==> src/rtl/puf_pkg.sv <==
// Shared definitions for the PUF challenge sequencer: FSM states, retry limit and vote sizing.
// Used by puf_seq and puf_vote.
package puf_pkg;

   typedef enum logic [2:0] {
      ST_IDLE,
      ST_ISSUE,
      ST_WAIT,
      ST_VOTE,
      ST_EMIT,
      ST_FIN
   } puf_state_e;

   localparam int RETRY_MAX = 3;
   localparam int RETRY_W   = 2;
   localparam int VOTE_W    = 3;
   localparam int RESP_W    = 6;

endpackage

==> src/rtl/puf_seq_if.sv <==
// Handshake bundle between the challenge sequencer (master) and the PUF engine (slave).
interface puf_seq_if;

   logic        puf_req_o;
   logic [31:0] puf_sel_o;
   logic [3:0]  puf_wait_cyc_o;
   logic        puf_busy_i;
   logic        puf_valid_i;
   logic [5:0]  puf_q_i;
   logic [5:0]  puf_qn_i;

   modport master (
      output puf_req_o, puf_sel_o, puf_wait_cyc_o,
      input  puf_busy_i, puf_valid_i, puf_q_i, puf_qn_i
   );

   modport slave (
      input  puf_req_o, puf_sel_o, puf_wait_cyc_o,
      output puf_busy_i, puf_valid_i, puf_q_i, puf_qn_i
   );

endinterface

==> src/rtl/puf_vote.sv <==
// Six per-bit vote counters with majority and (PUF_SEQ_STABILITY_EN) stability compare.
// Clear has priority over accumulate; compares use the counters' current contents.
module puf_vote
   import puf_pkg::*;
(
   input  logic              clk50,
   input  logic              rstn_clk50,
   input  logic              clr_i,
   input  logic              acc_i,
   input  logic [RESP_W-1:0] bits_i,
   input  logic [VOTE_W-1:0] reps_i,
`ifdef PUF_SEQ_STABILITY_EN
   output logic [RESP_W-1:0] unstable_o,
`endif
   output logic [RESP_W-1:0] maj_o
);

   logic [RESP_W-1:0][VOTE_W-1:0] cnt_q, cnt_d;

   always_comb begin
      cnt_d = cnt_q;
      for (int i = 0; i < RESP_W; i++) begin
         if (clr_i) begin
            cnt_d[i] = '0;
         end else if (acc_i) begin
            cnt_d[i] = cnt_q[i] + VOTE_W'(bits_i[i]);
         end
      end
   end

   always_ff @(posedge clk50 or negedge rstn_clk50) begin
      if (!rstn_clk50) begin
         cnt_q <= '0;
      end else begin
         cnt_q <= cnt_d;
      end
   end

   // A bit wins when more than half of the evaluations voted for it.
   always_comb begin
      maj_o = '0;
      for (int i = 0; i < RESP_W; i++) begin
         maj_o[i] = {cnt_q[i], 1'b0} > {1'b0, reps_i};
      end
   end

`ifdef PUF_SEQ_STABILITY_EN
   always_comb begin
      unstable_o = '0;
      for (int i = 0; i < RESP_W; i++) begin
         unstable_o[i] = (cnt_q[i] != '0) && (cnt_q[i] != reps_i);
      end
   end
`endif

endmodule

==> src/rtl/puf_seq.sv <==
// PUF challenge sequencer: issues challenges, retries bad samples, majority-votes responses.
// Optional unstable_o output enabled by defining PUF_SEQ_STABILITY_EN.
module puf_seq
   import puf_pkg::*;
#(
   parameter int NCHAL_W = 4,
   parameter int TMO_CYC = 64
)
(
   input  logic               clk50,
   input  logic               rstn_clk50,
   input  logic               start_i,
   input  logic [31:0]        base_sel_i,
   input  logic [NCHAL_W-1:0] num_chal_i,
   input  logic [2:0]         reps_i,
   input  logic [3:0]         wait_cyc_i,
   output logic               busy_o,
   output logic               done_o,
   output logic               err_o,
   output logic               resp_valid_o,
   output logic [RESP_W-1:0]  resp_o,
   output logic [NCHAL_W-1:0] resp_idx_o,
`ifdef PUF_SEQ_STABILITY_EN
   output logic [RESP_W-1:0]  unstable_o,
`endif
   puf_seq_if.master          puf
);

   localparam int TMO_W = $clog2(TMO_CYC + 1);

   puf_state_e         state_q, state_d;
   logic               busy_q, busy_d, done_q, done_d, err_q, err_d;
   logic               req_q, req_d, rv_q, rv_d;
   logic [RESP_W-1:0]  resp_q, resp_d;
   logic [31:0]        base_q, base_d, sel_q, sel_d;
   logic [NCHAL_W-1:0] num_q, num_d, idx_q, idx_d;
   logic [VOTE_W-1:0]  reps_q, reps_d, rep_cnt_q, rep_cnt_d;
   logic [3:0]         wait_q, wait_d;
   logic [RETRY_W-1:0] retry_q, retry_d;
   logic [TMO_W-1:0]   tmo_q, tmo_d;
   logic               vote_clr, vote_acc;
   logic [RESP_W-1:0]  vote_maj;
`ifdef PUF_SEQ_STABILITY_EN
   logic [RESP_W-1:0]  vote_unst, unst_q, unst_d;
`endif

   puf_vote u_vote (
      .clk50      (clk50),
      .rstn_clk50 (rstn_clk50),
      .clr_i      (vote_clr),
      .acc_i      (vote_acc),
      .bits_i     (puf.puf_q_i),
      .reps_i     (reps_q),
`ifdef PUF_SEQ_STABILITY_EN
      .unstable_o (vote_unst),
`endif
      .maj_o      (vote_maj)
   );

   always_comb begin
      state_d   = state_q;
      busy_d    = busy_q;
      done_d    = 1'b0;
      err_d     = err_q;
      req_d     = 1'b0;
      rv_d      = 1'b0;
      resp_d    = resp_q;
      base_d    = base_q;
      num_d     = num_q;
      reps_d    = reps_q;
      wait_d    = wait_q;
      idx_d     = idx_q;
      rep_cnt_d = rep_cnt_q;
      retry_d   = retry_q;
      tmo_d     = tmo_q;
      vote_clr  = 1'b0;
      vote_acc  = 1'b0;
`ifdef PUF_SEQ_STABILITY_EN
      unst_d    = unst_q;
`endif
      unique case (state_q)
         ST_IDLE: begin
            if (start_i) begin
               base_d    = base_sel_i;
               num_d     = num_chal_i;
               reps_d    = reps_i | 3'd1;
               wait_d    = wait_cyc_i;
               idx_d     = '0;
               rep_cnt_d = '0;
               retry_d   = '0;
               err_d     = 1'b0;
               vote_clr  = 1'b1;
               busy_d    = 1'b1;
               state_d   = ST_ISSUE;
            end
         end
         ST_ISSUE: begin
            if (!puf.puf_busy_i) begin
               req_d   = 1'b1;
               tmo_d   = '0;
               state_d = ST_WAIT;
            end
         end
         ST_WAIT: begin
            // A sample is trusted only when the q/qn rails are exact complements.
            if (puf.puf_valid_i) begin
               if (puf.puf_q_i == ~puf.puf_qn_i) begin
                  vote_acc  = 1'b1;
                  rep_cnt_d = rep_cnt_q + 3'd1;
                  state_d   = (rep_cnt_d == reps_q) ? ST_VOTE : ST_ISSUE;
               end else begin
                  retry_d = retry_q + 2'd1;
                  if (retry_d == RETRY_W'(RETRY_MAX)) begin
                     err_d   = 1'b1;
                     busy_d  = 1'b0;
                     done_d  = 1'b1;
                     state_d = ST_FIN;
                  end else begin
                     state_d = ST_ISSUE;
                  end
               end
            end else if (tmo_q == TMO_W'(TMO_CYC - 1)) begin
               err_d   = 1'b1;
               busy_d  = 1'b0;
               done_d  = 1'b1;
               state_d = ST_FIN;
            end else begin
               tmo_d = tmo_q + TMO_W'(1);
            end
         end
         ST_VOTE: begin
            resp_d  = vote_maj;
`ifdef PUF_SEQ_STABILITY_EN
            unst_d  = vote_unst;
`endif
            rv_d    = 1'b1;
            state_d = ST_EMIT;
         end
         ST_EMIT: begin
            // num_q of zero wraps to all-ones here, giving the full 2**NCHAL_W run.
            if (idx_q == NCHAL_W'(num_q - 1'b1)) begin
               busy_d  = 1'b0;
               done_d  = 1'b1;
               state_d = ST_FIN;
            end else begin
               idx_d     = idx_q + 1'b1;
               rep_cnt_d = '0;
               retry_d   = '0;
               vote_clr  = 1'b1;
               state_d   = ST_ISSUE;
            end
         end
         ST_FIN: begin
            state_d = ST_IDLE;
         end
         default: begin
            state_d = ST_IDLE;
         end
      endcase
      sel_d = base_d + 32'(idx_d);
   end

   always_ff @(posedge clk50 or negedge rstn_clk50) begin
      if (!rstn_clk50) begin
         state_q   <= ST_IDLE;
         busy_q    <= 1'b0;
         done_q    <= 1'b0;
         err_q     <= 1'b0;
         req_q     <= 1'b0;
         rv_q      <= 1'b0;
         resp_q    <= '0;
         base_q    <= '0;
         sel_q     <= '0;
         num_q     <= '0;
         idx_q     <= '0;
         reps_q    <= '0;
         rep_cnt_q <= '0;
         wait_q    <= '0;
         retry_q   <= '0;
         tmo_q     <= '0;
`ifdef PUF_SEQ_STABILITY_EN
         unst_q    <= '0;
`endif
      end else begin
         state_q   <= state_d;
         busy_q    <= busy_d;
         done_q    <= done_d;
         err_q     <= err_d;
         req_q     <= req_d;
         rv_q      <= rv_d;
         resp_q    <= resp_d;
         base_q    <= base_d;
         sel_q     <= sel_d;
         num_q     <= num_d;
         idx_q     <= idx_d;
         reps_q    <= reps_d;
         rep_cnt_q <= rep_cnt_d;
         wait_q    <= wait_d;
         retry_q   <= retry_d;
         tmo_q     <= tmo_d;
`ifdef PUF_SEQ_STABILITY_EN
         unst_q    <= unst_d;
`endif
      end
   end

   assign busy_o             = busy_q;
   assign done_o             = done_q;
   assign err_o              = err_q;
   assign resp_valid_o       = rv_q;
   assign resp_o             = resp_q;
   assign resp_idx_o         = idx_q;
   assign puf.puf_req_o      = req_q;
   assign puf.puf_sel_o      = sel_q;
   assign puf.puf_wait_cyc_o = wait_q;
`ifdef PUF_SEQ_STABILITY_EN
   assign unstable_o         = unst_q;
`endif

endmodule

==> src/flat_wrapper.sv <==
// flat-port wrapper written by rule: the top's interface ports become plain ports
module puf_seq_flat import puf_pkg::*;
#(
   parameter int NCHAL_W = 4,
   parameter int TMO_CYC = 64
)
  (clk50, rstn_clk50, start_i, base_sel_i, num_chal_i, reps_i, wait_cyc_i, busy_o, done_o, err_o, resp_valid_o, resp_o, resp_idx_o, puf_puf_req_o, puf_puf_sel_o, puf_puf_wait_cyc_o, puf_puf_busy_i, puf_puf_valid_i, puf_puf_q_i, puf_puf_qn_i);
  puf_seq_if puf_i ();
  input  logic clk50;
  input  logic rstn_clk50;
  input  logic start_i;
  input  logic [31:0] base_sel_i;
  input  logic [NCHAL_W-1:0] num_chal_i;
  input  logic [2:0] reps_i;
  input  logic [3:0] wait_cyc_i;
  output logic busy_o;
  output logic done_o;
  output logic err_o;
  output logic resp_valid_o;
  output logic [RESP_W-1:0] resp_o;
  output logic [NCHAL_W-1:0] resp_idx_o;
  output wire logic [$bits(puf_i.puf_req_o)-1:0] puf_puf_req_o;
  output wire logic [$bits(puf_i.puf_sel_o)-1:0] puf_puf_sel_o;
  output wire logic [$bits(puf_i.puf_wait_cyc_o)-1:0] puf_puf_wait_cyc_o;
  input wire logic [$bits(puf_i.puf_busy_i)-1:0] puf_puf_busy_i;
  input wire logic [$bits(puf_i.puf_valid_i)-1:0] puf_puf_valid_i;
  input wire logic [$bits(puf_i.puf_q_i)-1:0] puf_puf_q_i;
  input wire logic [$bits(puf_i.puf_qn_i)-1:0] puf_puf_qn_i;
  assign puf_puf_req_o = puf_i.puf_req_o;
  assign puf_puf_sel_o = puf_i.puf_sel_o;
  assign puf_puf_wait_cyc_o = puf_i.puf_wait_cyc_o;
  assign puf_i.puf_busy_i = puf_puf_busy_i;
  assign puf_i.puf_valid_i = puf_puf_valid_i;
  assign puf_i.puf_q_i = puf_puf_q_i;
  assign puf_i.puf_qn_i = puf_puf_qn_i;
  puf_seq #(.NCHAL_W(NCHAL_W), .TMO_CYC(TMO_CYC)) u_core (.clk50(clk50), .rstn_clk50(rstn_clk50), .start_i(start_i), .base_sel_i(base_sel_i), .num_chal_i(num_chal_i), .reps_i(reps_i), .wait_cyc_i(wait_cyc_i), .busy_o(busy_o), .done_o(done_o), .err_o(err_o), .resp_valid_o(resp_valid_o), .resp_o(resp_o), .resp_idx_o(resp_idx_o), .puf(puf_i));
endmodule
==> config.mk <==
export PLATFORM = sky130hd
export DESIGN_NAME = puf_seq_flat
export DESIGN_NICKNAME = d
export VERILOG_FILES = /design/src/rtl/puf_pkg.sv /design/src/rtl/puf_seq_if.sv /design/src/rtl/puf_vote.sv /design/src/rtl/puf_seq.sv /design/src/flat_wrapper.sv
export SDC_FILE = /design/constraint.sdc
export NUM_CORES = 1
export LEC_CHECK = 0
export ABC_AREA = 1
export BUFFER_PORTS_ARGS = -buffer_cell sky130_fd_sc_hd__buf_2
export CORE_ASPECT_RATIO = 1.4
export CORE_MARGIN = 2
export CORE_UTILIZATION = 55
export CTS_BUF_LIST = sky130_fd_sc_hd__clkbuf_8
export CTS_CLUSTER_DIAMETER = 60
export DETAILED_ROUTE_END_ITERATION = 10
export GPL_TIMING_DRIVEN = 0
export HOLD_SLACK_MARGIN = 0.15
export PLACE_DENSITY = 0.78
export SYNTH_ARGS = -nofsm -noshare
export SYNTH_HDL_FRONTEND = slang
export SYNTH_SLANG_ARGS = --single-unit
==> constraint.sdc <==
create_clock -name clk50 -period 9.01 [get_ports clk50]
set_input_delay 1.802 -clock clk50 [delete_from_list [all_inputs] [get_ports clk50]]
set_output_delay 1.802 -clock clk50 [all_outputs]
set_load 0.02 [all_outputs]
==> After elaboration in Yosys (flattened, before gate mapping) <==
Index checks and enable logic that the tools add are counted.
{ "op_classes": {"n_addsub": 12, "order_cmp": 6, "eq_ne": 21, "mux": 68, "bitwise": 1, "n_reduce_logical": 12} }
{ "ops": {"columns": ["operator", "count"], "rows": [
  ["two-way mux 3 bit", 23],
  ["two-way mux 32 bit", 2],
  ["adder 32 x 4 -> 32 bit", 1],
  ["> comparator 4 x 3 -> 1 bit", 6],
  ["two-way mux 1 bit", 24],
  ["two-way mux 7 bit", 3],
  ["adder 3 x 1 -> 3 bit", 6],
  ["case mux 3 bit (5 select lines)", 1],
  ["AND reduction 5 bit", 3],
  ["inequality test 2 bit (second input constant)", 7],
  ["case mux 7 bit (2 select lines)", 1],
  ["two-way mux 2 bit", 5],
  ["case mux 3 bit (3 select lines)", 1],
  ["two-way mux 4 bit", 2],
  ["case mux 4 bit (2 select lines)", 1],
  ["adder 7 x 1 -> 7 bit (second input constant)", 1],
  ["equality test 7 x 6 -> 1 bit (second input constant)", 1],
  ["equality test 3 x 2 -> 1 bit (second input constant)", 2],
  ["equality test 6 bit", 1],
  ["inequality test 3 x 2 -> 1 bit (second input constant)", 2],
  ["NOT 6 bit", 1],
  ["case mux 1 bit (2 select lines)", 3],
  ["case mux 2 bit (3 select lines)", 1],
  ["AND reduction 6 bit", 1],
  ["other kinds (18)", 21]
]} }
{ "totals": {"reg_bits": 123, "input_bits": 60} }

==> Depth between registers and ports, before layout <==
Gate-level depths: netlist of run 1.
{ "logic_depth": {"depth_word": 7, "ltp_mapped": 23, "depth_no_buf": 22} }

==> Hierarchy <==
A second synthesis of run 1 with hierarchy kept.
{ "hier_totals": {"cells_unflattened": 881, "hier_area_um2": 6896.6} }
{ "modules_own_cells": {"columns": ["module", "instances", "cells_per_inst", "area_each_um2", "seq_area_each_um2"], "rows": [
  ["puf_seq", 1, 727, 5627.9, 2627.5],
  ["puf_vote", 1, 154, 1268.7, 450.4]
]} }

==> Worst setup path after synthesis of run 1 <==
OpenSTA, ideal clock, no wires.
{ "synth_path": {"path_kind": "input port to flip-flop", "from": "in start_i", "to": "reg u_core.sel_q[26], in the netlist u_core.puf.puf_sel_o[26]", "setup_time_ns": 0.117, "t_arrival_ns": 4.344, "t_required_ns": 8.893, "slack_ns": 4.549, "path_stages": 19, "cell_sequence": "buf_2 > buf_2 > nand3_1 > inv_1 > clkbuf_1 > nand2_1 > nand2_1 > ha_1 > inv_1 > fa_1 > nand3b_1 > nand2_1 > nand3_2 > inv_1 > nand2_1 > inv_1 > nand2_1 > nand2_1 > nand2_1"} }
{ "synth_via": {"elab_chain_len": 3, "word_cells_on_any_way": 5, "classes_between": "1 x add/sub; 4 x mux"} }
{ "synth_lines": {"columns": ["element", "line", "rtl"], "rows": [
  ["start, declared", "flat_wrapper.sv:11", "input logic start_i;"],
  ["two-way mux 32 bit", "puf_seq.sv:83", "if (start_i) begin"],
  ["two-way mux 32 bit", "puf_seq.sv:81", "unique case (state_q)"],
  ["via u_core.base_d[0]", "puf_seq.sv:35", "logic [31:0] base_q, base_d, sel_q, sel_d;"],
  ["adder 32 x 4 -> 32 bit", "puf_seq.sv:160", "sel_d = base_d + 32'(idx_d);"],
  ["via u_core.sel_d[26]", "puf_seq.sv:35", null],
  ["end signal, assigned", "puf_seq.sv:193", "sel_q <= sel_d;"],
  ["end, declared", "puf_seq.sv:35", null]
]} }
The timed path passes the listed nets, and every way through them passes these cells.
A chain may end at the register's enable or synchronous reset.

==> Final worst setup path of run 1 <==
Same ends and word-level chain as after synthesis.

==> results of run 1 <==
[stage by stage]
stage | worst slack, ns | hold WS (ns) | power (uW) | cells | util (%)
floorplan | 4.55 | 0.448 | 1630 | 882 | -
global placement | 3.72 | 0.459 | 1940 | 1140 | 62.0
detailed placement | 3.67 | 0.468 | 1970 | 1141 | 62.3
CTS | 4.14 | 0.487 | 2500 | 1173 | 65.7
global route | 3.85 | 0.514 | 2670 | 1173 | 65.7
finish | 4.18 | 0.483 | 2490 | 1173 | 65.7
[registers in the layout, summed over array words and instances, names as in the netlist, 3 cells and up]
register,count
u_core.base_q,32
u_core.num_q,4
u_core.puf.puf_sel_o,32
u_core.puf.puf_wait_cyc_o,4
u_core.rep_cnt_q,3
u_core.reps_q,3
u_core.resp_idx_o,4
u_core.resp_o,6
u_core.state_q,3
u_core.tmo_q,7
u_core.u_vote.cnt_q,18
[where the power goes]
part | internal (uW) | leakage (uW) | switching [uW]
Clock | 282 | 0.000213 | 241
Sequential | 747 | 0.00158 | 98.3
Combinational | 358 | 0.00254 | 767
[path summary, 6_finish.rpt]
path | end | cells past startpoint | startpoint | slack, ns
worst max-delay path | u_core.puf.puf_sel_o[26]$_DFF_PN0_ | 19 | start_i | 4.18
worst min-delay path | u_core.puf.puf_wait_cyc_o[0]$_DFFE_PN0P_ | 2 | u_core.puf.puf_wait_cyc_o[0]$_DFFE_PN0P_ | 0.48
worst max register to register | u_core.puf.puf_sel_o[26]$_DFF_PN0_ | 23 | u_core.num_q[0]$_DFFE_PN0P_ | 4.86
worst min register to register | u_core.puf.puf_wait_cyc_o[0]$_DFFE_PN0P_ | 2 | u_core.puf.puf_wait_cyc_o[0]$_DFFE_PN0P_ | 0.48
max in group asynchronous | u_core.base_q[29]$_DFF_PN0_ | 2 | rstn_clk50 | 6.98
min in group asynchronous | u_core.u_vote.cnt_q[12]$_DFFE_PN0P_ | 1 | rstn_clk50 | 1.31
[logic make-up (layout without fill, tap and decap cells)]
family,Yosys count,after routing,synth area share (%)
AND/OR/NAND/NOR,504,504,32.0
adder cells (fa/ha/maj),34,34,6.30
AO/OA/AOI/OAI,78,78,6.08
flip-flops,123,123,44.8
XOR/XNOR,30,30,3.83
buffers and inverters,113,254,6.96
[cell usage in the layout (no fill, tap or decap), types with 12 or more instances in the layout]
master | netlist | final
nand3_1 | 50 | 50
nand2_2 | 21 | 21
o21ai_0 | 40 | 40
xor2_1 | 20 | 20
nor2_1 | 62 | 62
nor2_2 | 12 | 12
dfrtp_1 | 123 | 123
clkbuf_8 | 0 | 18
ha_1 | 33 | 33
nand2_1 | 323 | 323
inv_1 | 87 | 87
buf_2 | 7 | 114
a21oi_1 | 22 | 22
[worst max-delay path, cell delays in order]
cell and delay [ns]:
buf_2 0.19, buf_2 0.27, nand3_1 0.24, inv_1 0.17, clkbuf_1 0.43, nand2_1 0.10, nand2_1 0.11, ha_1 0.18
inv_1 0.07, fa_1 0.44, nand3b_1 0.17, nand2_1 0.24, nand3_2 0.21, inv_1 0.14, nand2_1 0.12, inv_1 0.10
nand2_1 0.05, nand2_1 0.05, nand2_1 0.06
[metal layers]
layer | track usage [%] | routed length [um]
met5 | 0 | 0
met4 | 15.3 | 747
met3 | 5.19 | 756
met2 | 48.1 | 8930
met1 | 29.4 | 6590
[cell type report]
class,instances,area share [%]
clock buffers,18,3.08
flip-flops and latches,123,38.2
plain buffers,20,1.60
multi-input cells,646,41.2
inverters,93,4.34
well taps,150,2.33
clock inverters,14,2.11
repair buffers,109,7.14
==> impl_metrics.env, run 1 <==
export IMPL_drcViolationCount=0
export IMPL_synth_main_ff_cell="dfrtp_1"
export IMPL_port_buffers=108
export IMPL_synth_top_cells_by_count="nand2_1, dfrtp_1, inv_1, nor2_1, nand3_1"
export IMPL_hold_viol_final=0
export IMPL_relSlewSlack_pct=49.5
export IMPL_cts_tree="yes"
export IMPL_drt_iter0_drc=245
export IMPL_num_rows=48
export IMPL_p_per_area_nw_per_um2=310
export IMPL_ant_nets=0
export IMPL_synth_most_common_cell="nand2_1"
export IMPL_yosysWarnings=0
export IMPL_die_x_um=98.5
export IMPL_netlist_instances=882
export IMPL_cts_setup_buffers=0
export IMPL_gp_congestion=0.917
export IMPL_start_util_pct=56.1
export IMPL_dr_pass1_iters=6
export IMPL_critPathLaunchType="primary input"
export IMPL_cts_buffers=17
export IMPL_cp_required_ns=9.35
export IMPL_grt_total_usage_pct=26.8
export IMPL_layout_drive_gt1_share_pct=21.0
export IMPL_antenna_cells=0
export IMPL_num_fill_cells=1098
export IMPL_io_pins=111
export IMPL_async_flop_share_pct=100
export IMPL_h_tree_depth=4
export IMPL_setup_viol=0
export IMPL_vdd_drop_max_uv=244
export IMPL_end_kind="flop"
export IMPL_cts_hold_buffers=0
export IMPL_multiInputGateArea_um2=3310
export IMPL_synth_edf_count=0
export IMPL_ff_latch_area_um2=3080
export IMPL_grt_antenna_before_repair=0
export IMPL_coreArea_um2=12300
export IMPL_grt_pass1_wl_mm=28.1
export IMPL_synthTopCellsByArea="dfrtp_1, nand2_1, ha_1"
export IMPL_grt_pass1_vias=6110
export IMPL_die_y_um=136
export IMPL_finalSetupTns_ns=0
export IMPL_yosys_cell_types_count=38
export IMPL_syn2layout_area_growth_pct=17.2
export IMPL_grt_max_degree=64
export IMPL_cp_max_fo=10
export IMPL_synth_top_area_share_pct=44.8
export IMPL_max_freq_mhz=207
export IMPL_tightestPinTransition_ns=0.752
export IMPL_synth_area_per_cell_um2=7.79
export IMPL_critPathKind="primary input to flop"
export IMPL_ys_seq_elements=123
export IMPL_post_dp_hpwl_mm=12.7
export IMPL_worst_endpoint_arrival_ns=5.17
export IMPL_period_needed_ns=4.83
export IMPL_dpl_instance_area_um2=7630
export IMPL_grt_overflow=0
export IMPL_routed_via_density=5.22
export IMPL_clock_sinks=123
export IMPL_fin_crit_sh_pct=53.6
export IMPL_synth_fp_nets=976
export IMPL_fin_nets=1104
export IMPL_vias=6120
export IMPL_clock_latency_ns=0.45
export IMPL_cap_viol_max_count=0
export IMPL_syn_area_um2=6870
export IMPL_root_buffer="clkbuf_8"
export IMPL_wl_per_cell_um=14.5
export IMPL_yosys_area_top_type="dfrtp_1"
export IMPL_routed_wl_mm=17.0
export IMPL_skew_ns=0.0134
export IMPL_status="completed"
export IMPL_timing_max_transition_violations_final=0
export IMPL_cts_resized=0
export IMPL_ys_seq_area_share_pct=44.8
export IMPL_design_area_um2=8050
export IMPL_leakagePower_uw=0.00434
export IMPL_clk_path_buf_depth=2
export IMPL_hold_path_class="flop to flop"
export IMPL_grt_setup_unrepaired="no"
export IMPL_dieArea_um2=13400
export IMPL_clk_pin_slew_ns=0.08
Note: power is estimated with default switching activity, not from simulation.
==> run 2, diff against run 1 <==
==> constraint.sdc (replaced) <==
create_clock -name clk50 -period 4.45 [get_ports clk50]
set_input_delay 0.89 -clock clk50 [delete_from_list [all_inputs] [get_ports clk50]]
set_output_delay 0.89 -clock clk50 [all_outputs]
set_load 0.02 [all_outputs]
==> impl_metrics.env, run 2 (same netlist as run 1, synthesis figures left out) <==
export IMPL_coreArea_um2=12300
export IMPL_hold_path_class="primary input to async pin"
export IMPL_final_common_cell="nand2_1"
export IMPL_drcViolationCount=0
export IMPL_r2r_start="u_core.num_q[0]$_DFFE_PN0P_"
export IMPL_drt_iter0_drc=228
export IMPL_dieArea_um2=13400
export IMPL_clock_sinks=123
export IMPL_dr_pass1_iters=5
export IMPL_root_buffer="clkbuf_8"
export IMPL_clock_latency_ns=0.45
export IMPL_worstPathCellList="inv_1 > ha_1 > or2_2 > nand2_1 > nand2_1 > nand2_1 > nand4_1 > nand2_1 > buf_2 > nand2_1 > o21ai_0 > ha_1 > inv_1 > fa_1 > nand3b_1 > nand2_2 > nand3_2 > inv_1 > nand2_1 > inv_1 > nand2_1 > nand2_1 > nand2_1"
export IMPL_vdd_drop_max_uv=491
export IMPL_port_buffers=108
export IMPL_io_pins=111
export IMPL_max_freq_mhz=247
export IMPL_antenna_cells=0
export IMPL_grt_max_degree=64
export IMPL_grt_setup_unrepaired="no"
export IMPL_period_needed_ns=4.06
export IMPL_gp_congestion=0.917
export IMPL_r2r_end="u_core.puf.puf_sel_o[26]$_DFF_PN0_"
export IMPL_max_stage_delay_ns=0.44
export IMPL_cts_tree="yes"
export IMPL_fin_nets=1104
export IMPL_p_per_area_nw_per_um2=626
export IMPL_routed_via_density=5.20
export IMPL_preCtsSetupSlack_ns=0.0209
export IMPL_finalSetupTns_ns=0
export IMPL_die_x_um=98.5
export IMPL_leakagePower_uw=0.00434
export IMPL_worst_endpoint_arrival_ns=4.40
export IMPL_critPathKind="flop to flop"
export IMPL_num_rows=48
export IMPL_status="completed"
export IMPL_grt_pass1_vias=6110
export IMPL_start_util_pct=56.1
export IMPL_worst_path_max_delay_cell="fa_1"
export IMPL_h_tree_depth=4
export IMPL_clk_pin_slew_ns=0.08
export IMPL_cp_max_fo=10
export IMPL_setup_viol=0
export IMPL_grt_pass1_wl_mm=28.1
export IMPL_crit_top_cell="nand2_1"
export IMPL_ant_nets=0
export IMPL_post_dp_hpwl_mm=12.7
export IMPL_die_y_um=136
export IMPL_reg2reg_setup_slack_ns=0.39
export IMPL_grt_total_usage_pct=26.8
export IMPL_cts_hold_buffers=0
export IMPL_fin_crit_sh_pct=91.1
export IMPL_clk_path_buf_depth=2
export IMPL_end_kind="flop"
export IMPL_layout_setup_ws_ns=0.394
export IMPL_critPathLaunchType="flop"
export IMPL_cap_viol_max_count=0
export IMPL_layout_drive_gt1_share_pct=21.1
export IMPL_wl_per_cell_um=14.4
export IMPL_syn2layout_area_growth_pct=17.2
export IMPL_layout_common_cells="nand2_1, dfrtp_1, buf_2"
export IMPL_vias=6094
export IMPL_relSlewSlack_pct=49.2
export IMPL_r2r_cells=23
export IMPL_hold_viol_final=0
export IMPL_skew_ns=0.0132
export IMPL_grt_antenna_before_repair=0
export IMPL_grt_overflow=0
export IMPL_tightestPinTransition_ns=0.756
export IMPL_routed_wl_mm=16.9
export IMPL_cp_required_ns=4.79
export IMPL_timing_max_transition_violations_final=0
export IMPL_cts_buffers=17
-- run 2: worst max-delay path: cells and delay by family (launching register included) --
kind / cells / cell delay (ns)
simple gates: 14 / 1.82
compound gates: 1 / 0.16
flops: 1 / 0.40
buf+inv: 5 / 0.66
fa+ha+maj: 3 / 0.90
-- run 2: report_power, final --
group	switching (uW)	total (uW)	internal, uW
sequential	198	1710	1510
combinational	1550	2270	726
clock	487	1060	571
-- run 2: timing repair --
| action | 4_1_cts | 5_1_grt |
|---|---|---|
| buffers inserted | 0 | 0 |
| endpoints found under the setup margin | 0 | 1 |
| resized for setup | 0 | 1 |
-- run 2: how the worst max path moves through the flow --
stage                                      startpoint                            endpoint  slack, ns  cells after the start
after floorplan                               start_i  u_core.puf.puf_sel_o[26]$_DFF_PN0_       0.90                     19
after global placement                        start_i  u_core.puf.puf_sel_o[26]$_DFF_PN0_       0.07                     19
after detailed placement                      start_i  u_core.puf.puf_sel_o[26]$_DFF_PN0_       0.02                     19
after CTS                 u_core.num_q[0]$_DFFE_PN0P_  u_core.puf.puf_sel_o[26]$_DFF_PN0_       0.29                     23
after global routing      u_core.num_q[0]$_DFFE_PN0P_  u_core.puf.puf_sel_o[26]$_DFF_PN0_       0.04                     23
final                     u_core.num_q[0]$_DFFE_PN0P_  u_core.puf.puf_sel_o[26]$_DFF_PN0_       0.39                     23
-- run 2: stage by stage --
stage	hold WS [ns]	std cells	area (um2)	utilization, %	total power (uW)
4_1_cts	0.410	1173	8050	65.7	5060
6_report	0.403	1173	8050	65.7	5040
2_1_floorplan	0.448	882	6870	-	3300
3_3_place_gp	0.459	1140	7600	62.0	3920
5_1_grt	0.438	1173	8050	65.7	5400
3_5_place_dp	0.468	1141	7630	62.3	3980
-- run 2: layer usage --
metal  GRT usage, %  wire length, um  vias up  part of all wire (%)
met1           29.4             6580     2839                    39
met4           15.3              746        0                   4.4
met2           48.1             8940      160                    53
met5              0                0        -                     0
met3           5.19              670       56                   4.0
li1               -                -     3039                     -
-- run 2: area by class of cell --
| cell class | count | area (um2) |
|---|---|---|
| fill | 1098 | 4200 |
| multi-input combinational | 646 | 3320 |
| sequential | 123 | 3080 |
| timing repair buffer | 109 | 574 |
| inverter | 93 | 349 |
| clock buffer | 18 | 248 |
| tap | 150 | 188 |
| clock inverter | 14 | 170 |
| buffer | 20 | 129 |
